### src/rtl/alu_pkg.sv
// ---------------------------------------------------------------------------
// alu_pkg
// Shared definitions for the sequential ALU (alu_seq) and its iterative
// multiply/divide engine (alu_seq_iter):
//   - 4-bit opcode constants
//   - FSM state enum
//   - registered flag bundle
// The divider opcodes (OP_DIV, OP_REM) are only executed when the design is
// built with ALU_SEQ_DIV_EN defined; otherwise they complete as illegal ops.
// ---------------------------------------------------------------------------
package alu_pkg;

    localparam logic [3:0] OP_ADD = 4'b0000;
    localparam logic [3:0] OP_SUB = 4'b0001;
    localparam logic [3:0] OP_NEG = 4'b0010;
    localparam logic [3:0] OP_MUL = 4'b0011;
    localparam logic [3:0] OP_AND = 4'b0100;
    localparam logic [3:0] OP_OR  = 4'b0101;
    localparam logic [3:0] OP_NOT = 4'b0110;
    localparam logic [3:0] OP_XOR = 4'b0111;
    localparam logic [3:0] OP_SLL = 4'b1000;
    localparam logic [3:0] OP_SRL = 4'b1001;
    localparam logic [3:0] OP_DIV = 4'b1010;
    localparam logic [3:0] OP_REM = 4'b1011;
    localparam logic [3:0] OP_SRA = 4'b1100;

    typedef enum logic [1:0] {
        ST_IDLE = 2'd0,
        ST_MUL  = 2'd1,
        ST_DIV  = 2'd2,
        ST_DONE = 2'd3
    } state_t;

    typedef struct packed {
        logic zero;
        logic carry;
        logic overflow;
        logic negative;
        logic illegal;
    } flags_t;

endpackage

### src/rtl/alu_seq_iter.sv
// ---------------------------------------------------------------------------
// alu_seq_iter
// Iterative engine shared by multiply and (optionally) divide. Operands are
// latched as magnitudes on 'start'; the engine then runs exactly WIDTH
// iterations, one per clock, and the signed results are formed from the
// final magnitudes combinationally.
//   multiply : shift-add, {hi,lo} ends as the 2*WIDTH-bit magnitude product
//   divide   : restoring, lo ends as quotient, hi as remainder
//
// Ports:
//   clk, rst            clock, asynchronous active-high reset
//   start               load operands and begin WIDTH iterations
//   div_mode            1 = divide, 0 = multiply (ALU_SEQ_DIV_EN only)
//   a, b                signed operands, sampled on start
//   done                high when no iterations are pending
//   mul_prod            signed 2*WIDTH-bit product
//   div_quot, div_rem   signed quotient / remainder (ALU_SEQ_DIV_EN only)
//
// Build option: ALU_SEQ_DIV_EN compiles in the divide datapath.
// ---------------------------------------------------------------------------
module alu_seq_iter #(
    parameter int WIDTH = 8
) (
    input  logic               clk,
    input  logic               rst,
    input  logic               start,
    input  logic [WIDTH-1:0]   a,
    input  logic [WIDTH-1:0]   b,
    output logic               done,
    output logic [2*WIDTH-1:0] mul_prod
`ifdef ALU_SEQ_DIV_EN
    ,
    input  logic               div_mode,
    output logic [WIDTH-1:0]   div_quot,
    output logic [WIDTH-1:0]   div_rem
`endif
);

    localparam int CW = $clog2(WIDTH + 1);

    logic [CW-1:0]    cnt_q, cnt_d;
    logic [WIDTH-1:0] hi_q, hi_d;
    logic [WIDTH-1:0] lo_q, lo_d;
    logic [WIDTH-1:0] mcand_q, mcand_d;
    logic             neg_q, neg_d;
    logic [WIDTH-1:0] mag_a, mag_b;
    logic [WIDTH:0]   mul_sum;
`ifdef ALU_SEQ_DIV_EN
    logic             mode_q, mode_d;
    logic             a_neg_q, a_neg_d;
    logic [WIDTH-1:0] div_shift;
    logic [WIDTH:0]   div_diff;
`endif

    // Magnitudes fit in WIDTH unsigned bits, including |most negative|.
    always_comb begin
        mag_a = a[WIDTH-1] ? ('0 - a) : a;
        mag_b = b[WIDTH-1] ? ('0 - b) : b;
    end

    always_comb begin
        cnt_d   = cnt_q;
        hi_d    = hi_q;
        lo_d    = lo_q;
        mcand_d = mcand_q;
        neg_d   = neg_q;
`ifdef ALU_SEQ_DIV_EN
        mode_d  = mode_q;
        a_neg_d = a_neg_q;
        // Partial remainder shifted left with the next dividend bit; the
        // extra top bit of the difference is the "went negative" indicator.
        div_shift = {hi_q[WIDTH-2:0], lo_q[WIDTH-1]};
        div_diff  = {1'b0, div_shift} - {1'b0, mcand_q};
`endif
        // Add the multiplicand when the current multiplier LSB is set, then
        // the whole {hi,lo} pair shifts right by one.
        mul_sum = {1'b0, hi_q} + (lo_q[0] ? {1'b0, mcand_q} : '0);

        if (start) begin
            cnt_d   = CW'(WIDTH);
            hi_d    = '0;
            lo_d    = mag_a;
            mcand_d = mag_b;
            neg_d   = a[WIDTH-1] ^ b[WIDTH-1];
`ifdef ALU_SEQ_DIV_EN
            mode_d  = div_mode;
            a_neg_d = a[WIDTH-1];
`endif
        end else if (cnt_q != '0) begin
            cnt_d = cnt_q - CW'(1);
`ifdef ALU_SEQ_DIV_EN
            if (mode_q) begin
                if (!div_diff[WIDTH]) begin
                    hi_d = div_diff[WIDTH-1:0];
                    lo_d = {lo_q[WIDTH-2:0], 1'b1};
                end else begin
                    hi_d = div_shift;
                    lo_d = {lo_q[WIDTH-2:0], 1'b0};
                end
            end else
`endif
            begin
                hi_d = mul_sum[WIDTH:1];
                lo_d = {mul_sum[0], lo_q[WIDTH-1:1]};
            end
        end
    end

    always_ff @(posedge clk or posedge rst) begin
        if (rst) begin
            cnt_q   <= '0;
            hi_q    <= '0;
            lo_q    <= '0;
            mcand_q <= '0;
            neg_q   <= 1'b0;
`ifdef ALU_SEQ_DIV_EN
            mode_q  <= 1'b0;
            a_neg_q <= 1'b0;
`endif
        end else begin
            cnt_q   <= cnt_d;
            hi_q    <= hi_d;
            lo_q    <= lo_d;
            mcand_q <= mcand_d;
            neg_q   <= neg_d;
`ifdef ALU_SEQ_DIV_EN
            mode_q  <= mode_d;
            a_neg_q <= a_neg_d;
`endif
        end
    end

    assign done     = (cnt_q == '0);
    assign mul_prod = neg_q ? ('0 - {hi_q, lo_q}) : {hi_q, lo_q};
`ifdef ALU_SEQ_DIV_EN
    // Quotient truncates toward zero; remainder follows the dividend sign.
    assign div_quot = neg_q ? ('0 - lo_q) : lo_q;
    assign div_rem  = a_neg_q ? ('0 - hi_q) : hi_q;
`endif

endmodule

### src/rtl/alu_seq.sv
// ---------------------------------------------------------------------------
// alu_seq
// Sequential signed ALU with valid/ready handshakes on both sides. One
// operation is in flight at a time: accept in IDLE, compute (1 cycle, or
// WIDTH iterations in MUL/DIV), present result and flags in DONE until the
// consumer takes them.
//
// Ports:
//   clk, rst              clock, asynchronous active-high reset
//   in_valid / in_ready   operand handshake (in_ready = idle)
//   op, a, b              opcode and signed operands, sampled on accept
//   out_valid / out_ready result handshake
//   result                result (low product half for MUL)
//   result_hi             high product half (MUL), remainder (DIV), else 0
//   zero, carry, overflow, negative, illegal   flags registered with result
//
// Build option: ALU_SEQ_DIV_EN enables DIV/REM (1010/1011); without it those
// opcodes complete in one cycle flagged illegal.
// ---------------------------------------------------------------------------
module alu_seq
    import alu_pkg::*;
#(
    parameter int WIDTH = 8
) (
    input  logic             clk,
    input  logic             rst,
    input  logic             in_valid,
    output logic             in_ready,
    input  logic [3:0]       op,
    input  logic [WIDTH-1:0] a,
    input  logic [WIDTH-1:0] b,
    output logic             out_valid,
    input  logic             out_ready,
    output logic [WIDTH-1:0] result,
    output logic [WIDTH-1:0] result_hi,
    output logic             zero,
    output logic             carry,
    output logic             overflow,
    output logic             negative,
    output logic             illegal
);

    localparam int               SHW       = $clog2(WIDTH);
    localparam logic [WIDTH-1:0] MOST_NEG  = {1'b1, {(WIDTH-1){1'b0}}};
    localparam logic [WIDTH:0]   WIDTH_EXT = (WIDTH+1)'(WIDTH);

    state_t           state_q, state_d;
    logic [WIDTH-1:0] result_q, result_d;
    logic [WIDTH-1:0] result_hi_q, result_hi_d;
    flags_t           flags_q, flags_d;
    logic             load;

    logic [WIDTH:0]   add_sum;
    logic [WIDTH-1:0] sub_diff;
    logic [WIDTH-1:0] neg_res;
    logic [SHW-1:0]   shamt;
    logic             shift_big;
    logic [WIDTH-1:0] sc_result;
    logic             sc_carry;
    logic             sc_ovf;
    logic             sc_illegal;

    logic               iter_start;
    logic               iter_done;
    logic [2*WIDTH-1:0] mul_prod;
    logic               mul_ovf;
`ifdef ALU_SEQ_DIV_EN
    logic               iter_div;
    logic [WIDTH-1:0]   div_quot;
    logic [WIDTH-1:0]   div_rem;
    logic [WIDTH-1:0]   a_q, a_d;
    logic [3:0]         op_q, op_d;
    logic               b_zero_q, b_zero_d;
`endif

    alu_seq_iter #(
        .WIDTH(WIDTH)
    ) u_iter (
        .clk      (clk),
        .rst      (rst),
        .start    (iter_start),
        .a        (a),
        .b        (b),
        .done     (iter_done),
        .mul_prod (mul_prod)
`ifdef ALU_SEQ_DIV_EN
        ,
        .div_mode (iter_div),
        .div_quot (div_quot),
        .div_rem  (div_rem)
`endif
    );

    // Product fits in WIDTH bits only if the top WIDTH+1 bits are all sign.
    assign mul_ovf = ~(&mul_prod[2*WIDTH-1:WIDTH-1]) & (|mul_prod[2*WIDTH-1:WIDTH-1]);

    // Single-cycle datapath, evaluated straight from the live inputs so the
    // result can be registered on the accept edge.
    always_comb begin
        add_sum    = {1'b0, a} + {1'b0, b};
        sub_diff   = a - b;
        neg_res    = '0 - b;
        shamt      = b[SHW-1:0];
        shift_big  = ({1'b0, b} >= WIDTH_EXT);
        sc_result  = '0;
        sc_carry   = 1'b0;
        sc_ovf     = 1'b0;
        sc_illegal = 1'b0;
        case (op)
            OP_ADD: begin
                sc_result = add_sum[WIDTH-1:0];
                sc_carry  = add_sum[WIDTH];
                sc_ovf    = (a[WIDTH-1] == b[WIDTH-1]) && (add_sum[WIDTH-1] != a[WIDTH-1]);
            end
            OP_SUB: begin
                sc_result = sub_diff;
                sc_carry  = (a < b);
                sc_ovf    = (a[WIDTH-1] != b[WIDTH-1]) && (sub_diff[WIDTH-1] != a[WIDTH-1]);
            end
            OP_NEG: begin
                sc_result = neg_res;
                sc_ovf    = (b == MOST_NEG);
            end
            OP_AND: sc_result = a & b;
            OP_OR:  sc_result = a | b;
            OP_NOT: sc_result = ~a;
            OP_XOR: sc_result = a ^ b;
            OP_SLL: sc_result = shift_big ? '0 : (a << shamt);
            OP_SRL: sc_result = shift_big ? '0 : (a >> shamt);
            OP_SRA: sc_result = shift_big ? {WIDTH{a[WIDTH-1]}}
                                          : WIDTH'($signed(a) >>> shamt);
            default: sc_illegal = 1'b1;
        endcase
    end

    always_comb begin
        state_d     = state_q;
        result_d    = result_q;
        result_hi_d = result_hi_q;
        flags_d     = flags_q;
        iter_start  = 1'b0;
        load        = 1'b0;
`ifdef ALU_SEQ_DIV_EN
        iter_div    = 1'b0;
        a_d         = a_q;
        op_d        = op_q;
        b_zero_d    = b_zero_q;
`endif
        case (state_q)
            ST_IDLE: begin
                if (in_valid) begin
                    if (op == OP_MUL) begin
                        iter_start = 1'b1;
                        state_d    = ST_MUL;
                    end
`ifdef ALU_SEQ_DIV_EN
                    else if (op == OP_DIV || op == OP_REM) begin
                        iter_start = 1'b1;
                        iter_div   = 1'b1;
                        a_d        = a;
                        op_d       = op;
                        b_zero_d   = (b == '0);
                        state_d    = ST_DIV;
                    end
`endif
                    else begin
                        result_d         = sc_result;
                        result_hi_d      = '0;
                        flags_d.carry    = sc_carry;
                        flags_d.overflow = sc_ovf;
                        flags_d.illegal  = sc_illegal;
                        load             = 1'b1;
                        state_d          = ST_DONE;
                    end
                end
            end
            ST_MUL: begin
                if (iter_done) begin
                    result_d         = mul_prod[WIDTH-1:0];
                    result_hi_d      = mul_prod[2*WIDTH-1:WIDTH];
                    flags_d.carry    = 1'b0;
                    flags_d.overflow = mul_ovf;
                    flags_d.illegal  = 1'b0;
                    load             = 1'b1;
                    state_d          = ST_DONE;
                end
            end
`ifdef ALU_SEQ_DIV_EN
            ST_DIV: begin
                if (iter_done) begin
                    flags_d.carry    = 1'b0;
                    flags_d.overflow = 1'b0;
                    flags_d.illegal  = 1'b0;
                    // Divide by zero still spends the full iteration count so
                    // latency never depends on operand values.
                    if (b_zero_q) begin
                        result_d         = '1;
                        result_hi_d      = a_q;
                        flags_d.overflow = 1'b1;
                    end else if (op_q == OP_DIV) begin
                        result_d    = div_quot;
                        result_hi_d = div_rem;
                    end else begin
                        result_d    = div_rem;
                        result_hi_d = '0;
                    end
                    load    = 1'b1;
                    state_d = ST_DONE;
                end
            end
`endif
            ST_DONE: begin
                if (out_ready) begin
                    state_d = ST_IDLE;
                end
            end
            default: state_d = ST_IDLE;
        endcase

        // zero/negative follow the newly loaded result only; between loads
        // the flags hold, so the post-reset all-zero state is preserved.
        if (load) begin
            flags_d.zero     = (result_d == '0);
            flags_d.negative = result_d[WIDTH-1];
        end
    end

    always_ff @(posedge clk or posedge rst) begin
        if (rst) begin
            state_q     <= ST_IDLE;
            result_q    <= '0;
            result_hi_q <= '0;
            flags_q     <= '0;
`ifdef ALU_SEQ_DIV_EN
            a_q         <= '0;
            op_q        <= '0;
            b_zero_q    <= 1'b0;
`endif
        end else begin
            state_q     <= state_d;
            result_q    <= result_d;
            result_hi_q <= result_hi_d;
            flags_q     <= flags_d;
`ifdef ALU_SEQ_DIV_EN
            a_q         <= a_d;
            op_q        <= op_d;
            b_zero_q    <= b_zero_d;
`endif
        end
    end

    assign in_ready  = (state_q == ST_IDLE);
    assign out_valid = (state_q == ST_DONE);
    assign result    = result_q;
    assign result_hi = result_hi_q;
    assign zero      = flags_q.zero;
    assign carry     = flags_q.carry;
    assign overflow  = flags_q.overflow;
    assign negative  = flags_q.negative;
    assign illegal   = flags_q.illegal;

endmodule

### config.mk
export PLATFORM = sky130hd
export DESIGN_NAME = alu_seq
export DESIGN_NICKNAME = d
export VERILOG_FILES = /design/src/rtl/alu_pkg.sv /design/src/rtl/alu_seq_iter.sv /design/src/rtl/alu_seq.sv
export SDC_FILE = /design/constraint.sdc
export NUM_CORES = 1
export LEC_CHECK = 0
export ABC_AREA = 1
export BUFFER_PORTS_ARGS = -buffer_cell sky130_fd_sc_hd__buf_2
export CORE_MARGIN = 5
export CORE_UTILIZATION = 56
export DETAILED_ROUTE_END_ITERATION = 7
export GPL_ROUTABILITY_DRIVEN = 0
export PLACE_DENSITY = 0.88
export SLEW_MARGIN = 20
export SYNTH_ARGS = -nofsm -noshare
export SYNTH_HDL_FRONTEND = slang
export SYNTH_HIERARCHICAL = 1
export SYNTH_SLANG_ARGS = --single-unit
export TNS_END_PERCENT = 10
### constraint.sdc
create_clock -name clk -period 2.2 [get_ports clk]
set_clock_uncertainty 0.15 [all_clocks]
set_input_delay 0.11 -clock clk [delete_from_list [all_inputs] [get_ports clk]]
set_output_delay 0.11 -clock clk [all_outputs]
set_load 0.005 [all_outputs]
---- After elaboration in Yosys (flattened, before gate mapping) ----
Cells that the tools add are included.
word-level totals
  flip-flop bits (word level) ............. 52
  bits in latches ......................... 0
  bits in writable memories ............... 0
  ROM bits ................................ 0
  output and inout port bits .............. 23
  logic and storage cells ................. 112
  memories kept ........................... 0
operators by class
  add/sub/neg operators ................... 7
  multipliers ............................. 0
  divide/modulo/power cells ............... 0
  magnitude comparators ................... 2
  equal/unequal tests ..................... 21
  shift-type cells ........................ 3
  mux-type cells .......................... 45
  bitwise logic cells ..................... 7
  reductions and logical operators ........ 14
operator list
  cell                                                               count
  2-to-1 mux 8 bit                                                   16
  case mux 8 bit (10 select lines)                                   1
  case mux 8 bit (2 select lines)                                    2
  == test 4 x 3 -> 1 bit, second input constant                      4
  2-to-1 mux 16 bit                                                  1
  subtractor 1 x 16 -> 16 bit, first input constant                  1
  subtractor 1 x 8 -> 8 bit, first input constant                    2
  2-to-1 mux 2 bit                                                   7
  == test 4 bit, second input constant                               3
  2-to-1 mux 1 bit                                                   10
  OR reduction 10 bit                                                1
  adder 8 x 8 -> 9 bit                                               1
  adder 8 x 9 -> 9 bit                                               1
  AND reduction 9 bit                                                1
  OR reduction 9 bit                                                 1
  bitwise AND 8 bit                                                  1
  == test 4 x 2 -> 1 bit, second input constant                      2
  == test 8 bit, second input constant                               1
  greater-or-equal comparator 8 x 4 -> 1 bit, second input constant  1
  zero test 4 bit                                                    2
  zero test 8 bit                                                    1
  less-than comparator 8 bit                                         1
  2-to-1 mux 4 bit                                                   2
  NOT 8 bit                                                          1
  27 further kinds                                                   35

---- Logic depth before layout (Yosys ltp) ----
Gate-level depths: netlist (run 1).
  depth after elaboration ................. 7
  gate-level depth with buffers ........... 21

---- Modules after synthesis ----
The synthesis (run 1) kept the hierarchy.
by module, submodules not included
  module        instances  cells each  area an instance (µm²)  seq. area each (µm²)
  alu_seq       1          585         3403.3                  575.6
  alu_seq_iter  1          356         2423.6                  725.7

---- Worst setup path after synthesis (run 1) ----
Ideal clock, no wire load.
  path type ............................... input port to flip-flop
  start point ............................. in b[1]
  end point ............................... reg flags_q (netlist bit zero)
  setup time .............................. 0.065 ns
  data arrival time ....................... 1.938 ns
  data required time ...................... 1.985 ns
  setup slack ............................. 0.047 ns
  stages .................................. 19
  cells stage by stage .................... buf_2 > inv_2 > buf_4 > fa_1 > inv_1 > nand2_1 > nand2_1 > nor2_1 > nor2_1 > nand2_1 > nor2_1 > nand4_1 > nand2_1 > nand2_1 > a21oi_1 > nand3_1 > nor2_1 > nand3_1 > nand2_1
between the ends
  longest elaborated chain between the ends .. 7
  elaborated cells between the ends (all ways) .. 18
  classes of those cells .................. add/sub: 3; order compare: 1; shift: 3; mux: 7; bitwise: 3; reduce/logical: 1
ends and longest elaborated chain
  item                                                                RTL line                                        text
  start: declaration                                                  alu_seq.sv:31                                   input logic [WIDTH-1:0] b,
  greater-or-equal comparator 8 x 4 -> 1 bit (tied with other cells)  alu_seq.sv:104                                  shift_big = ({1'b0, b} >= WIDTH_EXT);
  2-to-1 mux 8 bit, on equally long branches                          alu_seq.sv:130, alu_seq.sv:128, alu_seq.sv:129
  case mux 8 bit (10 select lines) (*)                                alu_seq.sv:109                                  case (op)
  2-to-1 mux 8 bit (*)                                                alu_seq.sv:152                                  if (op == OP_MUL) begin
  2-to-1 mux 8 bit (*)                                                alu_seq.sv:151                                  if (in_valid) begin
  case mux 8 bit (2 select lines) (*)                                 alu_seq.sv:149                                  case (state_q)
  zero test 8 bit (*)                                                 alu_seq.sv:223                                  flags_d.zero = (result_d == '0);
  end signal: assignment                                              alu_seq.sv:243                                  flags_q <= flags_d;
  end: declaration                                                    alu_seq.sv:50                                   flags_t flags_q, flags_d;
Mark *: on every way between the ends. The rest lies on a longest branch, timed or not.
A chain may end at the register's enable or synchronous reset.

---- Worst setup path in the final report (run 1) ----
  start point ............................. reg u_iter.cnt_q[0]
  end point ............................... reg result_hi_q[7] (netlist: result_hi[7])
between the ends
  longest elaborated chain between the ends .. 3
ends and longest elaborated chain
  item                                  RTL line             text
  start: declaration                    alu_seq_iter.sv:41   logic [CW-1:0] cnt_q, cnt_d;
  start signal: assignment              alu_seq_iter.sv:121  cnt_q <= cnt_d;
  zero test 4 bit                       alu_seq_iter.sv:133  assign done = (cnt_q == '0);
  named net iter_done                   alu_seq.sv:64        logic iter_done;
  != test 2 bit (no source line)        --
  AND reduction 4 bit (no source line)  --
  end signal: assignment                alu_seq.sv:242       result_hi_q <= result_hi_d;
  end: declaration                      alu_seq.sv:49        logic [WIDTH-1:0] result_hi_q, result_hi_d;
The timed path passes the listed nets, and every way through them passes these cells.

==> impl_metrics.py, run 1 <==
metrics = {
    "run_status": {
        "result_of_the_run": "finished, violations left",
        "violations": "negative setup slack",
    },
    "routing": {
        "wl_per_cell_um": 15.6,
        "drt_first_pass_iters": 7,
        "detailedRoute.firstIterationViolations": 815,
        "drt_wl_total_um": 18800,
        "post_drt_antenna_nets": 0,
        "via_per_inst": 5.83,
        "drc": 0,
        "vias": 7006,
    },
    "floorplan": {
        "ios": 47,
        "coreArea_um2": 10200,
        "std_cell_rows": 37,
        "fp.dieArea_um2": 12500,
        "die_h_um": 112,
        "start_util_pct": 57.0,
        "chipWidth_um": 112,
    },
    "global_route": {
        "global_route.overflow_total": 0,
        "grt_max_degree": 30,
        "wire_length_of_the_first_global_routing_pass_um": 30000,
        "antenna_violations_before_repair": 0,
        "grt_util_all_layers_pct": 28.7,
        "grt_pass1_vias": 6536,
    },
    "cells_and_area": {
        "postLayoutCoreUtil_pct": 68.0,
        "layout_common_cells": "sky130_fd_sc_hd__nand2_1, sky130_fd_sc_hd__inv_1, sky130_fd_sc_hd__nand3_1",
        "layout_commonest_cell": "sky130_fd_sc_hd__nand2_1",
        "diodes": 0,
        "final_layout_size_suffix_gt1_share_pct": 19.9,
        "layout.nets": 1136,
        "synthesis_to_finish_area_growth_pct": 19.5,
    },
    "critical_path": {
        "cp_slowest_cell": "sky130_fd_sc_hd__dfrtp_1",
        "critical-path-max-stage-delay_ps": 380,
        "crit_start": "u_iter/cnt_q[0]$_DFFE_PP0P_",
        "worst_setup_path_start_kind": "flop",
        "timing.setup.critical_path_class": "reg -> reg",
        "path_cells": "inv_1, ha_1, nand2_1, nor2_4, nand2_1, nand2_1, inv_1, buf_4, nand2_1, o21ai_0",
        "cp_data_arrival_time_ps": 2210,
        "timing.critical_path.fanout_max": 8,
        "reg2reg_setup_slack_ps": -20,
        "worst_r2r_startpoint": "u_iter/cnt_q[0]$_DFFE_PP0P_",
        "crit_path_required_time_ps": 2190,
        "timing.rr.end": "result_hi[7]$_DFFE_PP0P_",
        "capturing_element_type_of_the_critical_path": "flop",
        "critPathMostFrequentCell": "sky130_fd_sc_hd__nand2_1",
        "reg2reg_depth": 10,
    },
    "yosys": {
        "synth_edf_count": 0,
        "synthArstFlopShare_pct": 100,
        "ffs_latches_synth": 52,
        "synthesis.yosys.warnings": 6,
        "yosys.cell_types.count": 44,
        "synth.yosys.seq_area_share_pct": 22.3,
        "synth.area.top_cells": "sky130_fd_sc_hd__dfrtp_1, sky130_fd_sc_hd__nand2_1, sky130_fd_sc_hd__ha_1",
        "synth_top_cell_area_share_pct": 22.3,
        "cell_accounting_for_the_most_synthesized_area": "sky130_fd_sc_hd__dfrtp_1",
        "syn-num-nets": 1012,
        "synthCells": 941,
        "synthesis.area_um2": 5830,
        "post_synth.cell_area_avg_um2": 6.19,
        "yosys_most_used_dff": "sky130_fd_sc_hd__dfrtp_1",
    },
    "power": {
        "power_density_nw_per_um2": 629,
        "power.total_mw": 4.38,
        "cellLeakagePower_nw": 4.02,
        "switching_part_of_the_total_power_pct": 46.5,
        "clkPwrFrac_pct": 13.1,
        "cell_internal_pwr_mw": 2.35,
        "seq_power_share_pct": 31.6,
        "power.switching_mw": 2.04,
        "vdd_ir_drop_max_uv": 517,
        "pwr-share-comb_pct": 55.3,
    },
    "timing": {
        "final-max-slew-violation-count": 0,
        "finalCritPeriodShare_pct": 101,
        "report.final.setup_viol": 3,
        "final_hold_viols": 0,
        "fmax_mhz": 451,
        "post-route-worst-setup-slack_ps": -17.7,
        "finalWorstPathRequiredPeriod_ps": 2220,
        "maxSlewHeadroom_pct": 39.1,
        "rsz0062_at_grt": "yes",
        "tightestPinTransition_ps": 912,
    },
    "clock_tree": {
        "cts.htree.levels": 2,
        "cts_num_sinks": 52,
        "tritoncts": "built",
        "cts-buffers-inserted": 5,
        "clock_latency_ps": 320,
        "clockRootBuffer": "sky130_fd_sc_hd__clkbuf_8",
        "max-clock-path-buffers": 2,
        "clk_transition_reported_paths_ps": 110,
    },
    "job": {
        "cap_violations": 0,
    },
    "worst_hold_path": {
        "timing.hold.worst.start": "in_valid",
        "hold_path_depth": 3,
        "hp-class": "in -> reg",
        "hold-path-endpoint": "state_q[0]$_DFFE_PP0P_",
    },
    "place": {
        "hpwl_um": 14100,
        "count_of_buffers_inserted_at_the_top_level_ports": 46,
        "worst_case_setup_slack_after_placement_ps": -111,
    },
}
final cells by class:
| class | instances | area [µm²] |
|---|---|---|
| clock inverters | 3 | 18.8 |
| multi-input cells | 730 | 3940 |
| clock buffers | 5 | 68.8 |
| well taps | 136 | 170 |
| fillers | 849 | 3270 |
| inverters | 135 | 509 |
| repair buffers | 141 | 952 |
| flip-flops and latches | 52 | 1300 |
worst max-delay path: cells and delay by family (launching register included):
family / cells / cell delay (ps)
buffers and inverters: 3 / 440
DFF: 1 / 380
and+or+nand+nor: 5 / 670
AOI/OAI and AO/OA: 1 / 210
adders and majority gates: 1 / 210
registers in the layout, indices dropped and copies added (netlist names):
| signal | cells |
|---|---|
| zero | 1 |
| illegal | 1 |
| negative | 1 |
| u_iter/mcand_q | 8 |
| u_iter/hi_q | 8 |
| u_iter/neg_q | 1 |
| result | 8 |
| state_q | 2 |
| overflow | 1 |
| result_hi | 8 |
| carry | 1 |
| u_iter/lo_q | 8 |
| u_iter/cnt_q | 4 |
kinds of logic (layout without fill, tap and decap cells):
family / count (synthesis) / after routing / share of synthesized area [%]
AND/OR/NAND/NOR: 566 / 566 / 42.4
XOR/XNOR: 17 / 17 / 2.56
buffers and inverters: 159 / 284 / 11.5
adder cells (fa/ha/maj): 47 / 47 / 10.5
AO/OA/AOI/OAI: 100 / 100 / 10.7
flip-flops: 52 / 52 / 22.3
worst max-delay path by stage:
stage	end	slack [ps]	cells after the start
after global placement	zero$_DFFE_PP0P_	-50	16
after global routing	overflow$_DFFE_PP0P_	-190	12
after detailed placement	zero$_DFFE_PP0P_	-110	16
final	result_hi[7]$_DFFE_PP0P_	-20	10
after floorplan	zero$_DFFE_PP0P_	50	19
after CTS	zero$_DFFE_PP0P_	4	13
power groups by stage:
stage / clock (mW) / sequential [mW] / combinational (mW)
detailed placement: 0 / 1.39 / 2.18
global placement: 0 / 1.38 / 2.12
global route: 0.605 / 1.41 / 2.67
finish: 0.574 / 1.38 / 2.42
floorplan: 0 / 1.36 / 1.44
CTS: 0.558 / 1.37 / 2.21
per-stage QoR:
stage	std cells	instance area, µm²	setup TNS [ps]	hold slack [ps]
6_report	1202	6960	-32.3	21.5
5_1_grt	1202	6960	-447	70.6
4_1_cts	1196	6840	0	8.33
3_5_place_dp	1184	6710	-194	66.6
3_3_place_gp	1184	6710	-51.1	60.9
2_1_floorplan	941	5830	0	-38.1
metal layers:
metal | up-vias | global-route usage (%) | wire length (µm)
met5 | - | 0 | 0
met4 | 0 | 12.8 | 1060
met3 | 110 | 4.67 | 2110
met2 | 487 | 47.2 | 8470
met1 | 3129 | 37.1 | 7160
li1 | 3280 | - | -
synthesized netlist by cell type (all sizes together), types with 6 or more instances:
cell type / n
xor2: 11
xnor2: 6
dfrtp: 52
ha: 44
nand2: 317
buf: 23
inv: 135
nand4: 24
o21ai: 45
o22ai: 8
nand3: 114
nor2: 92
a21oi: 26
nor3: 10
repair_timing:
item                                    CTS  global route
buffers inserted                          2             6
hold buffers                              2             0
endpoints found under the hold margin    54             0
cloned                                    0             0
gates resized for setup                   1            22
pin swaps                                 1            10
endpoints found under the setup margin    1            13
No activity file was read; power rests on OpenSTA's default activity.
==> inputs of run 2 (changes only) <==
- ABC_AREA: 1 -> not set
- CORE_UTILIZATION: 56 -> 42
- PLACE_DENSITY: 0.88 -> 0.72
==> impl_metrics.py, run 2 <==
metrics = {
    "run_status": {
        "result_of_the_run": "finished, violations left",
        "violations": "negative setup slack",
    },
    "yosys": {
        "post_synth.cell_area_avg_um2": 8.30,
        "synthCells": 692,
        "synth_simple_gate_area_share_pct": 23.2,
        "fraction_of_the_mapped_netlist_area_in_compound_gates_pct": 23.2,
        "synthTopCellsByCount": "sky130_fd_sc_hd__nand2_1, sky130_fd_sc_hd__dfrtp_1, sky130_fd_sc_hd__nor2_1",
        "synth.yosys.seq_area_share_pct": 22.6,
        "synth_most_common_cell": "sky130_fd_sc_hd__nand2_1",
        "yosys_most_used_dff": "sky130_fd_sc_hd__dfrtp_1",
        "synth_top_cell_area_share_pct": 22.6,
        "synthesis.yosys.warnings": 6,
        "synth_fa_ha_area_share_pct": 10.6,
        "yosys.cell_types.count": 86,
        "synth.area.top_cells": "sky130_fd_sc_hd__dfrtp_1, sky130_fd_sc_hd__ha_1, sky130_fd_sc_hd__xnor2_1",
        "ffs_latches_synth": 52,
        "cell_accounting_for_the_most_synthesized_area": "sky130_fd_sc_hd__dfrtp_1",
        "synthArstFlopShare_pct": 100,
        "syn-num-nets": 763,
        "synth_edf_count": 0,
        "synth.mux.area_fraction_pct": 6.84,
        "synthesis.area_um2": 5750,
        "synth_top_family_by_area": "compound AO/OA/AOI/OAI gates",
        "synth_xor_area_share_pct": 6.40,
    },
    "clock_tree": {
        "cts.htree.levels": 2,
        "cts-buffers-inserted": 5,
        "clk_transition_reported_paths_ps": 70,
        "tritoncts": "built",
        "cts_num_sinks": 52,
        "clockRootBuffer": "sky130_fd_sc_hd__clkbuf_16",
        "clock_latency_ps": 300,
        "max-clock-path-buffers": 2,
    },
    "critical_path": {
        "timing.setup.critical_path_class": "reg -> reg",
        "capturing_element_type_of_the_critical_path": "flop",
        "cp_data_arrival_time_ps": 2770,
        "crit_path_required_time_ps": 2230,
        "timing.critical_path.fanout_max": 4,
        "reg2reg_setup_slack_ps": -540,
        "worst_setup_path_start_kind": "flop",
    },
    "routing": {
        "post_drt_antenna_nets": 0,
        "drt_wl_total_um": 19400,
        "detailedRoute.firstIterationViolations": 754,
        "vias": 6353,
        "drt_first_pass_iters": 6,
        "via_per_inst": 5.90,
        "drc": 0,
        "wl_per_cell_um": 18.0,
    },
    "cells_and_area": {
        "layout_commonest_cell": "sky130_fd_sc_hd__buf_4",
        "layout_common_cells": "sky130_fd_sc_hd__buf_4, sky130_fd_sc_hd__nor2_1, sky130_fd_sc_hd__nand2_1, sky130_fd_sc_hd__dfrtp_1, sky130_fd_sc_hd__buf_2",
        "synthesis_to_finish_area_growth_pct": 38.9,
        "layout.nets": 970,
        "diodes": 0,
        "final_layout_size_suffix_gt1_share_pct": 36.4,
    },
    "timing": {
        "tightestPinTransition_ps": 630,
        "finalWorstPathRequiredPeriod_ps": 2740,
        "final-max-slew-violation-count": 0,
        "hold_slack_ps": 27.0,
        "post-route-worst-setup-slack_ps": -539,
        "fmax_mhz": 365,
        "rsz0062_at_grt": "yes",
        "final_hold_viols": 0,
        "report.final.setup_viol": 20,
        "finalCritPeriodShare_pct": 124,
        "maxSlewHeadroom_pct": 57.4,
    },
    "floorplan": {
        "std_cell_rows": 42,
        "die_h_um": 127,
        "coreArea_um2": 13300,
        "ios": 47,
        "start_util_pct": 43.1,
        "fp.dieArea_um2": 16100,
        "chipWidth_um": 127,
    },
    "worst_hold_path": {
        "hp-class": "in -> reg",
    },
    "power": {
        "power_density_nw_per_um2": 931,
        "vdd_ir_drop_max_uv": 430,
        "cellLeakagePower_nw": 3.68,
    },
    "place": {
        "count_of_buffers_inserted_at_the_top_level_ports": 46,
        "hpwl_um": 14600,
        "worst_case_setup_slack_after_placement_ps": -621,
    },
    "job": {
        "cap_violations": 0,
    },
    "global_route": {
        "grt_max_degree": 30,
        "wire_length_of_the_first_global_routing_pass_um": 29700,
        "grt_util_all_layers_pct": 22.6,
        "antenna_violations_before_repair": 0,
        "grt_pass1_vias": 6110,
        "global_route.overflow_total": 0,
    },
}
## run 2: area by class of cell
cell class / instances / area, µm²
inverter: 44 / 171
clock buffer: 6 / 129
fill: 1140 / 5370
sequential: 52 / 1300
tap: 176 / 220
multi-input combinational: 551 / 4300
clock inverter: 2 / 38.8
timing repair buffer: 245 / 1820
## run 2: per-stage QoR
step           instance area (µm²)  util, %  power [mW]  std cells  TNS, ps
6_report                      7980     59.8        7.43       1076    -3640
5_1_grt                       7980     59.8        7.91       1076    -5330
4_1_cts                       7750     58.1        6.97       1069    -2050
3_5_place_dp                  7420     55.6        5.84       1054    -4680
3_3_place_gp                  7420     55.6        5.70       1054    -3500
2_1_floorplan                 5830        -        4.03        692    -2250
## run 2: worst paths after layout
check                                            start                       end  cells after the start
setup / recovery           u_iter/cnt_q[1]$_DFFE_PP0P_          zero$_DFFE_PP0P_                     14
hold / removal                                in_valid    state_q[0]$_DFFE_PP0P_                      3
setup reg to reg           u_iter/cnt_q[1]$_DFFE_PP0P_          zero$_DFFE_PP0P_                     14
hold reg to reg                   overflow$_DFFE_PP0P_      overflow$_DFFE_PP0P_                      2
max in group asynchronous                          rst       result[1]$_DFF_PP0_                      4
min in group asynchronous                          rst  result_hi[2]$_DFFE_PP0P_                      3
## run 2: logic make-up (layout without fill, tap and decap cells)
group | Yosys count | count (layout)
simple gates | 246 | 246
compound gates | 191 | 191
buf+inv | 89 | 297
flops | 52 | 52
fa+ha+maj | 47 | 47
xor+xnor | 42 | 42
mux | 25 | 25
## run 2: metal layers
metal | vias to the layer above | share of wire [%] | GRT usage [%]
met5 | - | 0 | 0
met4 | 0 | 4.7 | 10.2
met3 | 77 | 8.4 | 3.46
met2 | 349 | 45 | 35.7
met1 | 2965 | 42 | 30.7
li1 | 2962 | - | -
## run 2: where the power goes
| part | total (mW) | leakage, nW | internal, mW | switching, mW |
|---|---|---|---|---|
| logic | 4.86 | 2.94 | 2.43 | 2.43 |
| registers | 1.67 | 0.658 | 1.36 | 0.306 |
| clock network | 0.900 | 0.0815 | 0.542 | 0.358 |
## run 2: repair_timing
action | in CTS | in global routing
gates cloned | 0 | 0
pin swaps | 8 | 18
setup endpoints to repair | 22 | 23
hold endpoints to repair | 54 | 0
buffers inserted | 5 | 8
resized for setup | 28 | 34
hold buffers | 2 | 0
## run 2: critical path: stages, from the launching register on
cell                       delay, ps
sky130_fd_sc_hd__dfrtp_1         400
sky130_fd_sc_hd__inv_2            90
sky130_fd_sc_hd__ha_4            130
sky130_fd_sc_hd__or3b_4          390
sky130_fd_sc_hd__clkinv_4         90
sky130_fd_sc_hd__buf_6            90
sky130_fd_sc_hd__nor2b_4         190
sky130_fd_sc_hd__buf_6           150
sky130_fd_sc_hd__nand2_4          60
sky130_fd_sc_hd__o21ai_4          80
sky130_fd_sc_hd__a221oi_2         80
sky130_fd_sc_hd__and4b_1         210
sky130_fd_sc_hd__a31oi_2         230
sky130_fd_sc_hd__nor3_1           90
sky130_fd_sc_hd__a22o_1          190
